[src/rtl/alu16_seq.sv]
// Sequential 16-bit ALU: ADD16 / ADD SP,e8 / INC16 / DEC16 computed through an 8-bit
// adder in two passes (low byte, then high byte), with CPU-style flag results.
module alu16_seq #(
   parameter logic FAST_INCDEC = 1'b0
) (
   input  logic        clk,
   input  logic        rst,
   input  logic        start,
   input  logic [1:0]  op16,
   input  logic [15:0] a16,
   input  logic [15:0] b16,
   input  logic [3:0]  flags_in,
   output logic        busy,
   output logic        done,
   output logic [15:0] res16,
   output logic [3:0]  flags_out
);

   typedef enum logic [1:0] {
      S_IDLE = 2'd0,
      S_LO   = 2'd1,
      S_HI   = 2'd2,
      S_DONE = 2'd3
   } state_t;

   localparam logic [1:0] OP_ADD16 = 2'b00;
   localparam logic [1:0] OP_ADDSP = 2'b01;
   localparam logic [1:0] OP_INC16 = 2'b10;
   localparam logic [1:0] OP_DEC16 = 2'b11;

   state_t      state_q, state_d;
   logic [1:0]  op_q, op_d;
   logic [15:0] a_q, a_d;
   logic [15:0] b_q, b_d;
   logic [3:0]  flags_lat_q, flags_lat_d;
   logic [15:0] res_q, res_d;
   logic [3:0]  flags_out_q, flags_out_d;
   logic        c7_q, c7_d;
   logic        c3_q, c3_d;

   logic [7:0]  b_lo, b_hi;
   logic        cin0;
   logic [8:0]  lo_sum, hi_sum;
   logic [4:0]  lo_nib, hi_nib;
   logic [15:0] incdec_full;
   logic        accept;

   // Operand selection from the latched request; DEC16 adds 0xFFFF as two's complement.
   always_comb begin
      b_lo = 8'h00;
      b_hi = 8'h00;
      cin0 = 1'b0;
      unique case (op_q)
         OP_ADD16: begin b_lo = b_q[7:0]; b_hi = b_q[15:8];   end
         OP_ADDSP: begin b_lo = b_q[7:0]; b_hi = {8{b_q[7]}}; end
         OP_INC16: begin cin0 = 1'b1;                         end
         OP_DEC16: begin b_lo = 8'hFF; b_hi = 8'hFF;          end
      endcase
   end

   assign lo_sum      = {1'b0, a_q[7:0]}  + {1'b0, b_lo}      + {8'h00, cin0};
   assign lo_nib      = {1'b0, a_q[3:0]}  + {1'b0, b_lo[3:0]} + {4'h0, cin0};
   assign hi_sum      = {1'b0, a_q[15:8]} + {1'b0, b_hi}      + {8'h00, c7_q};
   assign hi_nib      = {1'b0, a_q[11:8]} + {1'b0, b_hi[3:0]} + {4'h0, c7_q};
   assign incdec_full = op_q[0] ? (a_q - 16'd1) : (a_q + 16'd1);
   assign accept      = start && ((state_q == S_IDLE) || (state_q == S_DONE));

   always_comb begin
      state_d     = state_q;
      op_d        = op_q;
      a_d         = a_q;
      b_d         = b_q;
      flags_lat_d = flags_lat_q;
      res_d       = res_q;
      flags_out_d = flags_out_q;
      c7_d        = c7_q;
      c3_d        = c3_q;

      if (accept) begin
         op_d        = op16;
         a_d         = a16;
         b_d         = b16;
         flags_lat_d = flags_in;
      end

      unique case (state_q)
         S_IDLE: if (accept) state_d = S_LO;
         S_LO: begin
            res_d[7:0] = lo_sum[7:0];
            c7_d       = lo_sum[8];
            c3_d       = lo_nib[4];
            if (FAST_INCDEC && op_q[1]) begin
               res_d       = incdec_full;
               flags_out_d = flags_lat_q;
               state_d     = S_DONE;
            end else begin
               state_d = S_HI;
            end
         end
         S_HI: begin
            res_d[15:8] = hi_sum[7:0];
            unique case (op_q)
               OP_ADD16: flags_out_d = {flags_lat_q[3], 1'b0, hi_nib[4], hi_sum[8]};
               OP_ADDSP: flags_out_d = {2'b00, c3_q, c7_q};
               default:  flags_out_d = flags_lat_q;
            endcase
            state_d = S_DONE;
         end
         S_DONE: state_d = accept ? S_LO : S_IDLE;
      endcase
   end

   always_ff @(posedge clk or posedge rst) begin
      if (rst) begin
         state_q     <= S_IDLE;
         op_q        <= 2'b00;
         a_q         <= 16'h0000;
         b_q         <= 16'h0000;
         flags_lat_q <= 4'b0000;
         res_q       <= 16'h0000;
         flags_out_q <= 4'b0000;
         c7_q        <= 1'b0;
         c3_q        <= 1'b0;
      end else begin
         state_q     <= state_d;
         op_q        <= op_d;
         a_q         <= a_d;
         b_q         <= b_d;
         flags_lat_q <= flags_lat_d;
         res_q       <= res_d;
         flags_out_q <= flags_out_d;
         c7_q        <= c7_d;
         c3_q        <= c3_d;
      end
   end

   assign busy      = (state_q == S_LO) || (state_q == S_HI);
   assign done      = (state_q == S_DONE);
   assign res16     = res_q;
   assign flags_out = flags_out_q;

endmodule

[config.mk]
export PLATFORM = sky130hd
export DESIGN_NAME = alu16_seq
export DESIGN_NICKNAME = d
export VERILOG_FILES = /design/src/rtl/alu16_seq.sv
export SDC_FILE = /design/constraint.sdc
export NUM_CORES = 1
export LEC_CHECK = 0
export ABC_AREA = 1
export BUFFER_PORTS_ARGS = -buffer_cell sky130_fd_sc_hd__buf_2
export CELL_PAD_IN_SITES_DETAIL_PLACEMENT = 0
export CELL_PAD_IN_SITES_GLOBAL_PLACEMENT = 2
export CORE_MARGIN = 3
export CORE_UTILIZATION = 35
export CTS_CLUSTER_DIAMETER = 40
export DETAILED_ROUTE_END_ITERATION = 7
export PLACE_DENSITY = 0.85
export SETUP_SLACK_MARGIN = 0.1
export SLEW_MARGIN = 15
export SYNTH_ARGS = -nofsm -noshare
export SYNTH_HDL_FRONTEND = slang
export SYNTH_SLANG_ARGS = --single-unit
export TNS_END_PERCENT = 20
[constraint.sdc]
create_clock -name clk -period 4.8 [get_ports clk]
set_clock_uncertainty 0.1 [all_clocks]
set_input_delay 1.2 -clock clk [delete_from_list [all_inputs] [get_ports clk]]
set_output_delay 1.2 -clock clk [all_outputs]
set_load 0.005 [all_outputs]
# Yosys cells after proc, flatten, opt, wreduce, memory -nomap -nowiden
# Cells that the tools add are included.
[op_classes] n_addsub=8 n_eq_ne=7 n_mux=7 n_reduce_logical=6
[ops] cell="$pmux 8 s3" n=1
[ops] cell="$add 8x8->9" n=2
[ops] cell="$add 9x1->9" n=2
[ops] cell="$pmux 8 s2" n=1
[ops] cell="$add 4x4->5" n=2
[ops] cell="$add 5x1->5" n=2
[ops] cell="$eq 2x2->1 const B" n=4
[ops] cell="$pmux 2 s4" n=1
[ops] cell="$pmux 4 s2" n=1
[ops] cell="$eq 2x1->1 const B" n=2
[ops] cell="$logic_not 2->1" n=2
[ops] cell="$logic_or 1x1->1" n=2
[ops] cell="$mux 1" n=2
[ops] cell="$mux 2" n=1
[ops] cell="$ne 2x2->1 const B" n=1
[ops] cell="$reduce_or 2->1" n=1
[ops] cell="$logic_and 1x1->1" n=1
[word_totals] wordCells=38 regBits=62 inputBits=41

# Depth between registers and ports, before layout
# Gate-level depths: netlist (run 1).
[depth] depth_word=5 ltp_mapped=12 ltp_nobuf=12

# Worst setup path after synthesis (run 1)
# Ideal clock, no wire load.
[synth_timing] path_type="register to register" start="register op_q[1]" end="register res_q[12] (netlist: res16[12])" path_buffers=0 stages_incl_launch_ff=10 setup_ps=118 synth_period_minus_slack_ps=2350 slack_ps=2450 arrival_ps=2132 path_cell_list="dfrtp_1 o21ai_1 o21ai_0 fa_1 fa_1 nand2_1 nand2_1 or2_1 nand3_1 nand2_1"
[synth_between] elab_chain_len=4 word_cells_on_any_way=6 classes_between="add/sub: 2; eq/ne: 2; mux: 1; reduce/logical: 1"
[synth_lines] item="start: declaration" line="32" text="logic [1:0] op_q, op_d;"
[synth_lines] item="start signal: assignment" line="126" text="op_q <= op_d;"
[synth_lines] item="$eq 2x2->1, or another cell as far along" line="53" text="unique case (op_q)"
[synth_lines] item="$pmux 8 s3 *" line="53"
[synth_lines] item="$add 8x8->9 *" line="63" text="assign hi_sum = {1'b0, a_q[15:8]} + {1'b0, b_hi} + {8'h00, c7_q};"
[synth_lines] item="$add 9x1->9 *" line="63"
[synth_lines] item="end signal: assignment" line="130" text="res_q <= res_d;"
[synth_lines] item="end: declaration" line="36" text="logic [15:0] res_q, res_d;"
# Every way passes the cells marked *; elsewhere a longest branch is shown, timed or not.
# A chain may end at the register's enable or synchronous reset.

# Final worst setup path (run 1)
# Ends and elaborated chain as after synthesis.

==> results.tsv, run 1 <==
metric	value	unit
status	complete, no violations	
Sw Ratio	43.8	%
largest net degree at the start of global routing	34	
maxcap violations	0	
first-pass GRT wire length	12300	µm
Rel. slew slack	54.8	%
WP data required	4.92	ns
setup bufs post-CTS	0	
HP Class	reg2reg	
top_reg_cell synth	dfrtp_1	
initial antenna violation count	0	
Final nets	510	
die width	103	µm
hold slack	0.367	ns
vias in the first global route	2492	
Clock Latency Late Sink	0.33	ns
Worst Max-Slew Pin Slew	0.677	ns
P&R area growth vs syn	19.1	%
CP endpoint kind	flip-flop	
total CTS buffers	9	
post-synthesis xor/xnor area fraction	0.264	%
Worst setup SP type	flip-flop	
number of I/O pins	63	
hpwl dp	5750	µm
DRT antenna net count	0	
DIE HEIGHT	103	µm
die area	10700	µm²
final setup fails	0	
Hold Fails Final Rpt	0	
drt pass-1 iters	4	
Netlist cell types	25	
core area	8980	µm²
average wire per cell in the routed design	12.9	µm
largest area contributor in the netlist	dfrtp_1	
pwr/cell area	854	nW/µm²
Yosys reg bits	62	
number of flops mapped to enable cells by yosys	0	
register area share after synthesis	46.8	%
warnings from Yosys	0	
Flop pwr share	28.3	%
Min Clock Period, post-route	2.78	ns
mapped cell area	3310	µm²
critical path fanouts, max	16	
Final GP Congestion	0.842	
Area contributors post-synth	dfrtp_1 47%, nand2_1 11%, ha_1 6.8%, inv_1 5.9%, mux2_2 5.8%	
Arr. time, crit path	2.90	ns
clock share of power	15.2	%
Mapped Cells	383	
P_leak	2.12	nW
CTS tree	done	
Global Route Usage Sum	15.1	%
CP Class	reg2reg	
post-synth top area share	46.8	%
final wirelength	7440	µm
H-tree levels	3	
DRT iter0 DRCs	63	
via/cell ratio	4.50	
share of cells above drive strength 1	22.6	%
RSZ-0062 raised after global routing	false	
NetSw	0.00147	W
mux cell area share after synthesis	7.59	%
simple-gate share of the synthesized area	19.4	%
cell-internal power	0.00190	W
Clock Root Buffer	clkbuf_8	
# clock sinks	62	
main combinational cell family by area after synthesis	simple AND/OR/NAND/NOR gates	
reg2reg setup slack	2.02	ns
worst IR drop on VDD	0.457	mV
post-synthesis compound-gate area fraction	8.61	%
combinational share of power	56.5	%
post-synthesis adder-cell area fraction	9.21	%
clock transition at the registers of the reported paths	0.07	ns
post-cts resize count	0	
Post-synth ARST share	100	%
total number of vias	2599	
Port-buffer cells	62	
syn_nets	446	
FMAX	360	MHz
total gr overflow	0	
max-slew violation count	0	
largest buffer count on any clock path	2	
initial core utilization	36.9	%
ANT cells	0	
Syn Area/Cell	8.65	µm²
site row count	34	
final routed DRC violation total	0	
hold_buf cts	0	
setup TNS	0	ns
Period Utilization, post-route	57.9	%
-- state kept, by name, summed over array words and instances, names as in the netlist --
register / flops
a_q: 16
op_q: 2
b_q: 16
flags_out: 4
c3_q: 1
res16: 16
state_q: 2
flags_lat_q: 4
c7_q: 1
-- cells in the final DEF (no fill, tap or decap), types with 11 or more instances in the layout --
cell	n
ha_1	18
nor2_1	27
nand3_1	21
buf_2	62
nand2_1	101
o21ai_0	23
a21oi_1	28
inv_1	51
clkbuf_8	11
mux2_2	17
dfrtp_1	62
-- power groups by stage --
stage | Clock (W) | Sequential (W) | Combinational, W
final | 0.000511 | 0.000954 | 0.00191
after detailed placement | 0 | 0.000967 | 0.00191
after CTS | 0.000527 | 0.000960 | 0.00192
after global placement | 0 | 0.000960 | 0.00189
after floorplan | 0 | 0.000924 | 0.00148
after global routing | 0.000547 | 0.000994 | 0.00221
-- Yosys cell counts, types with 3 or more instances --
library cell and count:
nand2_1 101, dfrtp_1 62, inv_1 52, a21oi_1 28, nor2_1 27, o21ai_0 23, nand3_1 21, ha_1 18
mux2_2 17, buf_2 6, fa_1 4, mux2_4 4, buf_6 3
-- worst max-delay path, stage by stage (launching register included) --
cell and delay (ns):
dfrtp_1 0.55, o21ai_1 0.39, o21ai_0 0.21, fa_1 0.45, fa_1 0.45, nand2_1 0.09, nand2_1 0.08, or2_1 0.21
nand3_1 0.07, nand2_1 0.05
-- cells by family (layout without fill, tap and decap cells) --
kind of cell | Yosys count | after routing
and+or+nand+nor | 158 | 158
buffers and inverters | 63 | 131
DFF | 62 | 62
AOI/OAI and AO/OA | 56 | 56
adders and majority gates | 22 | 22
muxes | 21 | 21
xor gates and xnor gates | 1 | 1
-- final timing paths --
check,end,depth (start not counted),from
worst max-delay path,res16[12]$_DFFE_PP0N_,9,op_q[1]$_DFFE_PP0P_
worst min-delay path,res16[9]$_DFFE_PP0N_,2,res16[9]$_DFFE_PP0N_
worst max register to register,res16[12]$_DFFE_PP0N_,9,op_q[1]$_DFFE_PP0P_
worst min register to register,res16[9]$_DFFE_PP0N_,2,res16[9]$_DFFE_PP0N_
max in group asynchronous,flags_lat_q[3]$_DFFE_PP0P_,3,rst
min in group asynchronous,res16[3]$_DFFE_PP0N_,2,rst
-- cell type report --
class,count,area [µm²]
Inverter,52,195
Sequential cell,62,1550
Multi-Input combinational cell,258,1500
Timing Repair Buffer,64,325
Clock buffer,12,155
Fill cell,931,5030
Tap cell,126,158
Clock inverter,3,67.6
-- metal layers --
layer / routed length, µm / vias to the layer above / GRT usage, %
li1: - / 1354 / -
met1: 3980 / 1181 / 23.8
met2: 3000 / 54 / 20.2
met3: 337 / 10 / 2.62
met4: 120 / 0 / 6.27
met5: 0 / - / 0
-- stage by stage --
step | instances | util [%] | setup WS (ns) | area, µm² | total power (W)
final | 577 | 44.0 | 2.02 | 3950 | 0.00337
after global routing | 577 | 44.0 | 1.68 | 3950 | 0.00376
after CTS | 577 | 44.0 | 2.03 | 3950 | 0.00341
after detailed placement | 562 | 41.5 | 2.04 | 3720 | 0.00288
after global placement | 562 | 41.5 | 2.08 | 3720 | 0.00285
after floorplan | 383 | - | 1.96 | 3310 | 0.00241
(Power assumes the default switching activity.)
==> inputs of run 2 (changes only) <==
- ABC_AREA: 1 -> 0
- CORE_UTILIZATION: 35 -> 32
- PLACE_DENSITY: 0.85 -> 0.76
- clock period: 4.8 -> 2.4 ns (I/O delays scaled with it)
==> run 2 against run 1 <==
Net effect:
- the flow now finishes with violations (negative setup slack)
- power grew 120%
- area after synthesis shrank 0.26%
- global-route usage down 1.1 points
- worst setup slack got worse by 2.1 ns
- die area is 8.5% higher
==> results.tsv, run 2 <==
metric	value	unit	change
cell-internal power	0.00431	W	+130%
Final GP Congestion	0.742		-12%
initial core utilization	33.3	%	-3.6 points
FMAX	400	MHz	+11%
core area	9910	µm²	+10%
total gr overflow	0		unchanged
via/cell ratio	4.80		+6.6%
end of the critical path	flags_out[1]$_DFFE_PP0N_		
Worst Max-Slew Pin Slew	0.562	ns	-0.115 ns
pwr/cell area	1760	nW/µm²	+110%
DRT antenna net count	0		unchanged
fin cells	520		-9.9%
register area share after synthesis	47.0	%	+0.12 points
status	finished, violations left		
Yosys reg bits	62		unchanged
Area contributors post-synth	dfrtp_1 47%, mux2_2 12%, ha_1 6.8%, o21ai_0 3.9%, inv_1 2.8%		
initial antenna violation count	0		unchanged
final setup fails	2		+2
warnings from Yosys	0		unchanged
total number of vias	2498		-3.9%
reg2reg setup slack	-0.10	ns	-2.13 ns
worst r2r path cells	8		-1
largest area contributor in the netlist	dfrtp_1		
clock transition at the registers of the reported paths	0.06	ns	about the same
largest buffer count on any clock path	2		unchanged
RSZ-0062 raised after global routing	true		
CP endpoint kind	flip-flop		
first-pass GRT wire length	12700	µm	+3.3%
total CTS buffers	9		unchanged
Post-synth ARST share	100	%	unchanged
worst r2r dst	flags_out[1]$_DFFE_PP0N_		
critical path fanouts, max	4		-12
share of cells above drive strength 1	38.8	%	+16 points
FF+latch area	1550	µm²	unchanged
Mapped Cells	300		-22%
Final nets	445		-13%
drt pass-1 iters	5		+1
Worst setup SP type	flip-flop		
P&R area growth vs syn	25.5	%	
Global Route Usage Sum	14.0	%	-1.1 points
Flop pwr share	26.8	%	-1.5 points
maxcap violations	0		unchanged
post-synth top area share	47.0	%	+0.12 points
clock share of power	11.6	%	-3.6 points
CP Class	reg2reg		
final routed DRC violation total	0		unchanged
max-slew violation count	0		unchanged
most frequent cells in the layout	62 x dfrtp_1, 62 x buf_2, 35 x mux2_2		
final worst slack	-0.103	ns	-2.13 ns
FF-to-FF Start	op_q[1]$_DFFE_PP0P_		
area of the multi-input gates	1670	µm²	+11%
CTS tree	done		
hpwl dp	5510	µm	-4.1%
ANT cells	0		unchanged
P_leak	1.92	nW	-9.6%
syn_nets	363		-19%
mapped cell area	3300	µm²	-0.26%
H-tree levels	3		unchanged
Post-synth top cells	62 x dfrtp_1, 36 x mux2_2, 26 x o21ai_0		
Period Utilization, post-route	104	%	+46 points
HP Class	in2async		
site row count	36		+5.9%
average wire per cell in the routed design	14.6	µm	+13%
Min Clock Period, post-route	2.50	ns	-0.275 ns
failing checks	negative setup slack		
setup TNS	-0.135	ns	-0.135 ns
Sw Ratio	41.0	%	-2.8 points
DIE HEIGHT	108	µm	+4.2%
die area	11600	µm²	+8.5%
Syn Area/Cell	11.0	µm²	+27%
NetSw	0.00299	W	+100%
worst IR drop on VDD	1.00	mV	+120%
number of I/O pins	63		unchanged
Clock Root Buffer	clkbuf_8		
Arr. time, crit path	2.63	ns	-0.27 ns
die width	108	µm	+4.2%
Clock Latency Late Sink	0.34	ns	about the same
# clock sinks	62		unchanged
Rel. slew slack	62.5	%	+7.8 points
most common cell in the netlist	dfrtp_1		
final wirelength	7610	µm	+2.3%
Hold Fails Final Rpt	0		unchanged
top_reg_cell synth	dfrtp_1		
worst setup path start	op_q[1]$_DFFE_PP0P_		
WP data required	2.52	ns	-2.40 ns
Placed Cells	502		-11%
Filler cells	1025		+10%
vias in the first global route	2489		-0.12%
number of flops mapped to enable cells by yosys	0		unchanged
Netlist cell types	43		+72%
combinational share of power	61.6	%	+5.1 points
DRT iter0 DRCs	87		+38%
largest net degree at the start of global routing	63		+85%
Port-buffer cells	62		unchanged
==> run 2: cell types whose count changed in the layout (fill, tap and decap cells not counted), sizes merged, moves of 16 or more <==
cell   before  now
buf        64   82
nor2       27    9
nand2     102   18
inv        52   25
mux2       21   37
==> run 2: metal layers <==
metal	up-vias	wire length (µm)	global-route usage [%]
met2	49	3410	19.9
met3	6	329	3.18
li1	1241	-	-
met1	1202	3770	20.5
met5	-	0	0
met4	0	98	5.50
==> run 2: timing repair <==
action                                  CTS  global route
endpoints found under the setup margin    9            12
setup buffers                             0             2
gates resized for setup                   4            12
gates cloned                              0             0
hold buffers                              0             0
pin swaps                                 7             4
==> run 2: power by group through the flow <==
stage               Combinational (W)  Clock, W  Sequential [W]
floorplan                     0.00312         0         0.00187
global placement              0.00426         0         0.00197
detailed placement            0.00429         0         0.00198
CTS                           0.00437  0.000874         0.00197
global route                  0.00506  0.000921         0.00204
finish                        0.00449  0.000844         0.00195
==> run 2: kinds of logic after synthesis <==
| family | share of synthesized area [%] |
|---|---|
| multiplexers | 13.3 |
| flip-flops | 47.0 |
| buffers and inverters | 4.81 |
| AND/OR/NAND/NOR | 8.44 |
| adder cells (fa/ha/maj) | 9.24 |
| AO/OA/AOI/OAI | 15.9 |
| XOR/XNOR | 1.33 |
==> run 2: layout make-up <==
| type | count | share of cell area (%) |
|---|---|---|
| clock buffer | 16 | 4.34 |
| sequential | 62 | 37.4 |
| multi-input combinational | 202 | 40.2 |
| tap | 133 | 4.01 |
| timing repair buffer | 82 | 11.8 |
| inverter | 25 | 2.26 |
==> run 2: worst min path at each step <==
stage                          startpoint                       end  depth (start not counted)
2_1_floorplan  flags_lat_q[3]$_DFFE_PP0P_  flags_out[3]$_DFFE_PP0N_                          2
3_3_place_gp         res16[3]$_DFFE_PP0N_      res16[3]$_DFFE_PP0N_                          2
3_5_place_dp         res16[3]$_DFFE_PP0N_      res16[3]$_DFFE_PP0N_                          2
4_1_cts                               rst      res16[5]$_DFFE_PP0N_                          3
5_1_grt                               rst      res16[3]$_DFFE_PP0N_                          3
6_report                              rst      res16[3]$_DFFE_PP0N_                          3
==> run 2: stage by stage <==
step / total power (W) / cell area (µm²) / hold WS (ns) / worst slack, ns / util [%]
2_1_floorplan: 0.00499 / 3330 / 0.374 / -0.153 / -
3_3_place_gp: 0.00623 / 3890 / 0.374 / -0.123 / 39.3
3_5_place_dp: 0.00627 / 3890 / 0.372 / -0.173 / 39.3
4_1_cts: 0.00721 / 4090 / 0.226 / -0.100 / 41.2
5_1_grt: 0.00802 / 4150 / 0.248 / -0.191 / 41.9
6_report: 0.00729 / 4150 / 0.223 / -0.103 / 41.9
==> run 2: worst max-delay path, cell delays in order (launching register included) <==
cell      delay [ns]
dfrtp_1         0.43
o21a_4          0.23
a21o_1          0.18
fa_2            0.37
fa_2            0.38
a21o_1          0.19
a211oi_2        0.17
o31ai_1         0.09
mux2_4          0.26
